**config.mk**
```make
export PLATFORM = sky130hd
export DESIGN_NAME = kgp_pipe_adder
export DESIGN_NICKNAME = d
export VERILOG_FILES = /design/src/rtl/kgp_pipe_pkg.sv /design/src/rtl/kgp_pipe_adder_cell.sv /design/src/rtl/kgp_pipe_adder.sv
export SDC_FILE = /design/constraint.sdc
export NUM_CORES = 1
export LEC_CHECK = 0
export ABC_AREA = 1
export CAP_MARGIN = 25
export CORE_AREA = 2 2 138 140
export CTS_CLUSTER_SIZE = 16
export DETAILED_ROUTE_END_ITERATION = 7
export DIE_AREA = 0 0 140 142
export PLACE_DENSITY = 0.84
export REMOVE_ABC_BUFFERS = 1
export SYNTH_ARGS = -nofsm -noshare
export SYNTH_HDL_FRONTEND = slang
export SYNTH_HIERARCHICAL = 1
export SYNTH_SLANG_ARGS = --single-unit
```
**constraint.sdc**
```tcl
create_clock -name clk -period 6.36 [get_ports clk]
set_clock_uncertainty 0.2 [all_clocks]
set_input_delay 0.954 -clock clk [delete_from_list [all_inputs] [get_ports clk]]
set_output_delay 0.954 -clock clk [all_outputs]
set_load 0.1 [all_outputs]
```
**src/rtl/kgp_pipe_pkg.sv**
```systemverilog
// rtl/kgp_pipe_pkg.sv - KGP node encoding and merge helpers for the pipelined prefix adder
package kgp_pipe_pkg;

    typedef logic [1:0] kgp_t;

    localparam kgp_t KGP_KILL = 2'b00;
    localparam kgp_t KGP_PROP = 2'b01;
    localparam kgp_t KGP_GEN  = 2'b11;

    // A resolved (kill/generate) upper group wins; a propagating one defers to the lower group.
    // Bit 1 of a resolved node is the group's carry out.
    function automatic kgp_t kgp_merge(input kgp_t hi, input kgp_t lo);
        return (hi == KGP_PROP) ? lo : hi;
    endfunction

    // Bit-level classification of one operand pair.
    function automatic kgp_t kgp_bit(input logic x, input logic y);
        if (x & y) begin
            return KGP_GEN;
        end else if (x ^ y) begin
            return KGP_PROP;
        end else begin
            return KGP_KILL;
        end
    endfunction

endpackage

```
**src/rtl/kgp_pipe_adder_cell.sv**
```systemverilog
// rtl/kgp_pipe_adder_cell.sv - kgp_cell: combinational merge of two KGP prefix nodes
module kgp_cell
    import kgp_pipe_pkg::*;
(
    input  kgp_t hi,
    input  kgp_t lo,
    output kgp_t grp
);

    assign grp = kgp_merge(hi, lo);

endmodule

```
**src/rtl/kgp_pipe_adder.sv**
```systemverilog
// rtl/kgp_pipe_adder.sv - pipelined Kogge-Stone KGP adder with stream handshake; KGP_PIPE_SUB_EN enables subtract
module kgp_pipe_adder
    import kgp_pipe_pkg::*;
#(
    parameter int WIDTH = 16,
    parameter int TAG_W = 4
) (
    input  logic             clk,
    input  logic             reset,
    input  logic             in_valid,
    output logic             in_ready,
    input  logic [WIDTH-1:0] a,
    input  logic [WIDTH-1:0] b,
    input  logic             cin,
    input  logic             sub,
    input  logic [TAG_W-1:0] in_tag,
    output logic             out_valid,
    input  logic             out_ready,
    output logic [WIDTH-1:0] sum,
    output logic             cout,
    output logic             ovf,
    output logic [TAG_W-1:0] out_tag
);

    localparam int LVL = $clog2(WIDTH);

    // One enable for the whole pipe: it only moves when the output slot is free or being drained.
    logic en;
    assign en       = !out_valid || out_ready;
    assign in_ready = en;

    // Operand conditioning: subtract is a + ~b + 1, so the inversion and forced carry live here.
    logic [WIDTH-1:0] b_eff;
    logic             c0_in;
`ifdef KGP_PIPE_SUB_EN
    assign b_eff = sub ? ~b : b;
    assign c0_in = sub ? 1'b1 : cin;
`else
    logic unused_sub;
    assign unused_sub = sub;
    assign b_eff      = b;
    assign c0_in      = cin;
`endif

    // Stage 0 registers (operands) and stage 1..LVL registers (prefix levels); index 0 of the
    // side-band arrays is stage 0.
    logic [WIDTH-1:0] s0_a;
    logic [WIDTH-1:0] s0_b;
    logic             st_valid [0:LVL];
    logic             st_c0    [0:LVL];
    logic [TAG_W-1:0] st_tag   [0:LVL];
    logic [WIDTH-1:0] p_q      [1:LVL];
    kgp_t [WIDTH-1:0] lv_node  [1:LVL];

    // Bit-level KGP from the stage 0 operands; node 0 absorbs the carry in as its lower neighbour.
    kgp_t [WIDTH-1:0] bit_node;
    logic [WIDTH-1:0] p0;
    always_comb begin
        p0 = s0_a ^ s0_b;
        for (int i = 0; i < WIDTH; i++) begin
            bit_node[i] = kgp_bit(s0_a[i], s0_b[i]);
        end
        bit_node[0] = kgp_merge(kgp_bit(s0_a[0], s0_b[0]), st_c0[0] ? KGP_GEN : KGP_KILL);
    end

    // Level k reads the register of level k-1 (or the bit-level nodes for k = 1).
    kgp_t [WIDTH-1:0] lvl_src [0:LVL-1];
    logic [WIDTH-1:0] p_src   [0:LVL-1];
    kgp_t [WIDTH-1:0] lvl_out [1:LVL];

    assign lvl_src[0] = bit_node;
    assign p_src[0]   = p0;

    genvar gk, gi;
    generate
        for (gk = 1; gk < LVL; gk++) begin : g_src
            assign lvl_src[gk] = lv_node[gk];
            assign p_src[gk]   = p_q[gk];
        end

        for (gk = 1; gk <= LVL; gk++) begin : g_lvl
            localparam int D = 1 << (gk - 1);
            for (gi = 0; gi < WIDTH; gi++) begin : g_node
                if (gi >= D) begin : g_merge
                    kgp_cell u_cell (
                        .hi  (lvl_src[gk-1][gi]),
                        .lo  (lvl_src[gk-1][gi-D]),
                        .grp (lvl_out[gk][gi])
                    );
                end else begin : g_pass
                    assign lvl_out[gk][gi] = lvl_src[gk-1][gi];
                end
            end
        end
    endgenerate

    // Advance operand stage and every prefix level together; reset clears valid bits and data.
    always_ff @(posedge clk) begin
        if (reset) begin
            s0_a <= '0;
            s0_b <= '0;
            for (int k = 0; k <= LVL; k++) begin
                st_valid[k] <= 1'b0;
                st_c0[k]    <= 1'b0;
                st_tag[k]   <= '0;
            end
            for (int k = 1; k <= LVL; k++) begin
                p_q[k]     <= '0;
                lv_node[k] <= '0;
            end
        end else if (en) begin
            s0_a        <= a;
            s0_b        <= b_eff;
            st_valid[0] <= in_valid;
            st_c0[0]    <= c0_in;
            st_tag[0]   <= in_tag;
            for (int k = 1; k <= LVL; k++) begin
                st_valid[k] <= st_valid[k-1];
                st_c0[k]    <= st_c0[k-1];
                st_tag[k]   <= st_tag[k-1];
                p_q[k]      <= p_src[k-1];
                lv_node[k]  <= lvl_out[k];
            end
        end
    end

    // After the last level every node i is resolved and its bit 1 is the carry into bit i+1.
    kgp_t [WIDTH-1:0] fin_node;
    logic [WIDTH-1:0] carry_in;
    logic [WIDTH-1:0] unused_fin_lsb;
    logic [WIDTH-1:0] sum_d;
    logic             cout_d;
    logic             ovf_d;
    always_comb begin
        fin_node    = lv_node[LVL];
        carry_in    = '0;
        carry_in[0] = st_c0[LVL];
        for (int i = 1; i < WIDTH; i++) begin
            carry_in[i] = fin_node[i-1][1];
        end
        for (int i = 0; i < WIDTH; i++) begin
            unused_fin_lsb[i] = fin_node[i][0];
        end
        sum_d  = p_q[LVL] ^ carry_in;
        cout_d = fin_node[WIDTH-1][1];
        ovf_d  = carry_in[WIDTH-1] ^ cout_d;
    end

    // Output register: holds the result beat until downstream takes it.
    always_ff @(posedge clk) begin
        if (reset) begin
            out_valid <= 1'b0;
            sum       <= '0;
            cout      <= 1'b0;
            ovf       <= 1'b0;
            out_tag   <= '0;
        end else if (en) begin
            out_valid <= st_valid[LVL];
            sum       <= sum_d;
            cout      <= cout_d;
            ovf       <= ovf_d;
            out_tag   <= st_tag[LVL];
        end
    end

endmodule

```
==> flow_summary.json, run 1 <==
{
  "run_status": "complete, but fails checks",
  "failed_checks": "DRC",
  "placed_cells": 1487,
  "dp.final_hpwl_um": 10700,
  "grtUsageTotal": 0.191,
  "final_cell_mix": "356 x sky130_fd_sc_hd__inv_1, 260 x sky130_fd_sc_hd__nor2_1, 215 x sky130_fd_sc_hd__nand2_1",
  "path_buf_inv": 3,
  "drive_gt1_frac": 0.0377,
  "layout.cells.most_common": "sky130_fd_sc_hd__inv_1",
  "finalCritPeriodShare": 0.643,
  "timing.critical_path.from_type": "input port",
  "critical_path_s_top_delay_family": "buffers and inverters",
  "grt_antenna_before_repair": 0,
  "use_met1": 0.232,
  "detail_route.wirelength_um": 18300,
  "cap_viol_max_count": 0,
  "synthesis.instances": 1220,
  "post_cts_setup_repair_buffer_count": 0,
  "critPathKind": "in -> out",
  "report.final.hold_viol_count": 0,
  "grt_util_met2": 0.342,
  "layout.cells.non_filler": 1533,
  "rsz0062_at_grt": "false",
  "p_sw_frac": 0.209,
  "h-tree-depth": 1,
  "power.share.combinational": 0.058,
  "grt_max_degree": 193,
  "die_x_um": 140,
  "n_antenna_cell": 0,
  "final_net_count": 1355,
  "die_h_um": 142,
  "ys_warn_count": 6,
  "cts_buffers": 25,
  "route.detailed.drc": 3,
  "i_o_pins": 66,
  "worst_ir_drop_vdd_mv": 0.185,
  "count_of_input_and_output_buffers": 64,
  "tritoncts": "built",
  "grt.busiest_layer": "met2",
  "routed-via-count": 7060,
  "num_rows": 50,
  "drt.antenna.violating_nets": 0,
  "timing.fmax_mhz": 245,
  "timing.setup.tns_ns": 0,
  "die-area_sq_mm": 0.0199,
  "wl_per_cell_um": 11.9,
  "insertion_delay_ns": 0.51,
  "crit_path_cell_trace": "clkdlybuf4s50_1, inv_1, nand2_2, clkdlybuf4s50_1",
  "grtUsageMet3": 0.0330,
  "initial_core_util": 0.596,
  "postCtsResizedCells": 0,
  "timing.critical_path.mode_cell": "sky130_fd_sc_hd__clkdlybuf4s50_1",
  "total_overflow_reported_by_the_global_router": 0,
  "via_count_of_the_first_global_routing_pass": 6966,
  "drt_pass1_iterations": 8,
  "hold_class": "reg -> reg",
  "slew_headroom": 0.351,
  "worst_slew_pin_slew_ns": 0.970,
  "leakage_uw": 0.00558,
  "postCtsHoldBufs": 0,
  "clk_transition_reported_paths_ns": 0.06,
  "required_ns": 5.21,
  "avgViaCountPerCell": 4.61,
  "critPathMaxFanout": 3,
  "cell_internal_pwr_uw": 2870,
  "p_per_area_mw_per_mm2": 285,
  "cts.sinks": 247,
  "root_buffer": "sky130_fd_sc_hd__clkbuf_16",
  "p_seq_frac": 0.502,
  "pwr-share-clk": 0.440,
  "final.min_clock_period_ns": 4.09,
  "maxSlewViolCount": 0,
  "crit_arrival_ns": 2.93,
  "drt_iter0_drc": 457,
  "floorplan.core_area_sq_mm": 0.0185,
  "syn-cell-area_sq_mm": 0.0110,
  "critical_path_sink_type": "output port",
  "switchingPower_uw": 758,
  "setup_viol": 0,
  "worst_path_max_delay_cell": "sky130_fd_sc_hd__clkdlybuf4s50_1",
  "areaGrowthSynthToFinish_pct": 15.7,
  "synthesis.area_per_instance_sq_um": 9.01,
  "grt_pass1_wl_um": 31000,
  "globalplace.congestion": 0.820,
  "ctsLongestPathBuffers": 3,
  "critical-path-max-stage-delay_ns": 1.19
}
## sequential cells by signal, indices dropped and copies added (netlist names)
signal,count
cout,1
lv_node,98
out_tag,4
ovf,1
st_tag,20
sum,16
out_valid,1
s0_a,16
st_valid,5
st_c0,5
p_q,64
s0_b,16
## power groups by stage
stage	sequential, uW	clock [uW]	combinational, uW
2_1_floorplan	1870	0	120
3_3_place_gp	1850	0	197
3_5_place_dp	1850	0	204
4_1_cts	1820	1610	210
5_1_grt	1830	1680	242
6_report	1820	1600	210
## through the flow
stage / hold WS (ns) / instance area (sq um) / worst slack, ns / utilization / total power [uW]
floorplan: 0.220 / 10800 / -2.50 / - / 1990
detailed placement: 0.231 / 11800 / 2.26 / 0.639 / 2060
global route: 0.264 / 12700 / 2.21 / 0.689 / 3750
global placement: 0.229 / 11800 / 2.26 / 0.637 / 2050
finish: 0.241 / 12700 / 2.27 / 0.689 / 3630
CTS: 0.247 / 12700 / 2.25 / 0.688 / 3640
## final cells by class
type	count	area, sq um
Inverter	356	1340
Timing Repair Buffer	70	731
Clock buffer	32	682
Fill cell	1269	5740
Clock inverter	13	223
Tap cell	234	293
Sequential cell	247	6870
Multi-Input combinational cell	581	2590
## metal layers
metal | vias up | routed length (um)
li1 | 3699 | -
met1 | 3138 | 7550
met2 | 183 | 9160
met3 | 40 | 1090
met4 | 0 | 515
met5 | - | 0
## worst min-delay path: stages, from the launching register on
cell and delay (ns):
sky130_fd_sc_hd__dfxtp_1 0.32, sky130_fd_sc_hd__nand2_1 0.05, sky130_fd_sc_hd__nand2_1 0.04
## path summary, 6_finish.rpt
path / slack, ns / startpoint / depth (start not counted) / endpoint
max: 2.27 / out_ready / 4 / in_ready
max reg2reg: 4.20 / out_valid / 4 / p_q[0][22]
min reg2reg: 0.24 / out_tag[2] / 2 / out_tag[2]
min: 0.24 / out_tag[2] / 2 / out_tag[2]
Note: power is estimated with default switching activity, not from simulation.
==> run 2: changes to the inputs <==
- CORE_AREA: 2 2 138 140 -> 2 2 151 153
- DIE_AREA: 0 0 140 142 -> 0 0 153 155
- PLACE_DENSITY: 0.84 -> 0.75
- clock period: 6.36 -> 3.4 ns (I/O delays scaled with it)
==> run 2 against run 1 <==
The flow now finishes without violations. Cell area is 0.19% higher. Combinational power is 90% higher. Count of clock-buffer cells in the layout is the same. Critical path type is now reg -> out. Critical endpoint is now out_tag[0]. Highest routed layer unchanged.
==> flow_summary.json, run 2 (synthesis gave the netlist of run 1 again) <==
{
  "run_status": "finished, final reports clean",
  "grt.busiest_layer": "met2",
  "initial_core_util": 0.495,
  "detail_route.wirelength_um": 17500,
  "timing.fmax_mhz": 373,
  "die_x_um": 153,
  "hold_class": "reg -> reg",
  "routed-via-count": 6873,
  "wl_per_cell_um": 11.0,
  "drt.antenna.violating_nets": 0,
  "critical_path_s_top_delay_family": "buffers and inverters",
  "die_h_um": 155,
  "grt_antenna_before_repair": 0,
  "grt_util_met2": 0.272,
  "clk_transition_reported_paths_ns": 0.06,
  "max_ffs_per_register": 98,
  "count_of_input_and_output_buffers": 64,
  "path_buf_inv": 1,
  "postCtsResizedCells": 0,
  "critPathKind": "reg -> out",
  "cts.sinks": 247,
  "critical-path-max-stage-delay_ns": 1.13,
  "totalPowerFinal_uw": 6540,
  "avgViaCountPerCell": 4.32,
  "route.detailed.drc": 0,
  "layout_top_registers": "lv_node: 98 flops, p_q: 64 flops, st_tag: 20 flops",
  "h-tree-depth": 1,
  "leakage_uw": 0.00565,
  "grt_pass1_wl_um": 30000,
  "via_count_of_the_first_global_routing_pass": 6770,
  "dp.final_hpwl_um": 11300,
  "drt_iter0_drc": 384,
  "floorplan.core_area_sq_mm": 0.0222,
  "grt_max_degree": 72,
  "globalplace.congestion": 0.753,
  "final_cell_mix": "356 x sky130_fd_sc_hd__inv_1, 260 x sky130_fd_sc_hd__nor2_1, 215 x sky130_fd_sc_hd__nand2_1",
  "whs_path_depth": 2,
  "grtUsageMet3": 0.0187,
  "worst-path-stages": 1,
  "crit_path_cell_trace": "clkdlybuf4s50_1",
  "root_buffer": "sky130_fd_sc_hd__clkbuf_16",
  "layout.cells.most_common": "sky130_fd_sc_hd__inv_1",
  "crit_arrival_ns": 1.97,
  "cts_buffers": 25,
  "worst-r2r-cell-count": 4,
  "finalCritPeriodShare": 0.788,
  "drive_gt1_frac": 0.0575,
  "worst_ir_drop_vdd_mv": 0.334,
  "setup_viol": 0,
  "report.final.hold_viol_count": 0,
  "n_antenna_cell": 0,
  "rsz0062_at_grt": "false",
  "final.min_clock_period_ns": 2.68,
  "max_flop_register": "lv_node",
  "die-area_sq_mm": 0.0237,
  "required_ns": 2.69,
  "postCtsHoldBufs": 0,
  "grtUsageTotal": 0.150,
  "critPathMaxFanout": 2,
  "use_met1": 0.183,
  "maxSlewViolCount": 0,
  "slew_headroom": 0.353,
  "worst_slew_pin_slew_ns": 0.967,
  "tritoncts": "built",
  "ctsLongestPathBuffers": 3,
  "setup_slack_on_the_worst_flop_to_flop_path_ns": 1.58,
  "critical_path_sink_type": "output port",
  "timing.critical_path.from_type": "flip-flop",
  "i_o_pins": 66,
  "areaGrowthSynthToFinish_pct": 15.9,
  "final_design_utilization": 0.573,
  "post_cts_setup_repair_buffer_count": 0,
  "insertion_delay_ns": 0.50,
  "total_overflow_reported_by_the_global_router": 0,
  "final_net_count": 1362,
  "cap_viol_max_count": 0,
  "p_per_area_mw_per_mm2": 514,
  "worst_path_max_delay_cell": "sky130_fd_sc_hd__clkdlybuf4s50_1",
  "num_rows": 55,
  "drt_pass1_iterations": 5
}
## run 2: worst paths after layout
check | endpoint | from
worst min-delay path | out_tag[1] | out_tag[1]
worst max-delay path | out_tag[0] | out_tag[0]
worst max register to register | lv_node[0][109] | out_valid
worst min register to register | out_tag[1] | out_tag[1]
## run 2: per-stage QoR
stage / setup WS (ns) / instances / area (sq um) / hold slack, ns / setup TNS, ns
floorplan: -5.01 / 1184 / 10800 / 0.220 / -1456.18
global placement: 0.715 / 1546 / 11900 / 0.233 / 0
detailed placement: 0.669 / 1546 / 11900 / 0.237 / 0
CTS: 0.696 / 1590 / 12700 / 0.249 / 0
global route: 0.681 / 1590 / 12700 / 0.271 / 0
finish: 0.721 / 1590 / 12700 / 0.247 / 0
## run 2: routing by layer
layer,part of all wire,up-vias
li1,-,3716
met4,0.034,0
met2,0.50,89
met3,0.029,37
met5,0,-
met1,0.44,3031
## run 2: cell type report
| cell class | count | area, sq um |
|---|---|---|
| fill | 1872 | 9490 |
| sequential | 247 | 6870 |
| multi-input combinational | 581 | 2590 |
| inverter | 356 | 1340 |
| timing repair buffer | 77 | 771 |
| clock buffer | 32 | 662 |
| tap | 285 | 357 |
| clock inverter | 12 | 163 |
## run 2: power breakdown
part           switching, uW  internal (uW)
Combinational            247            150
Clock                   1070           1670
Sequential              50.8           3350
Total                   1370           5180
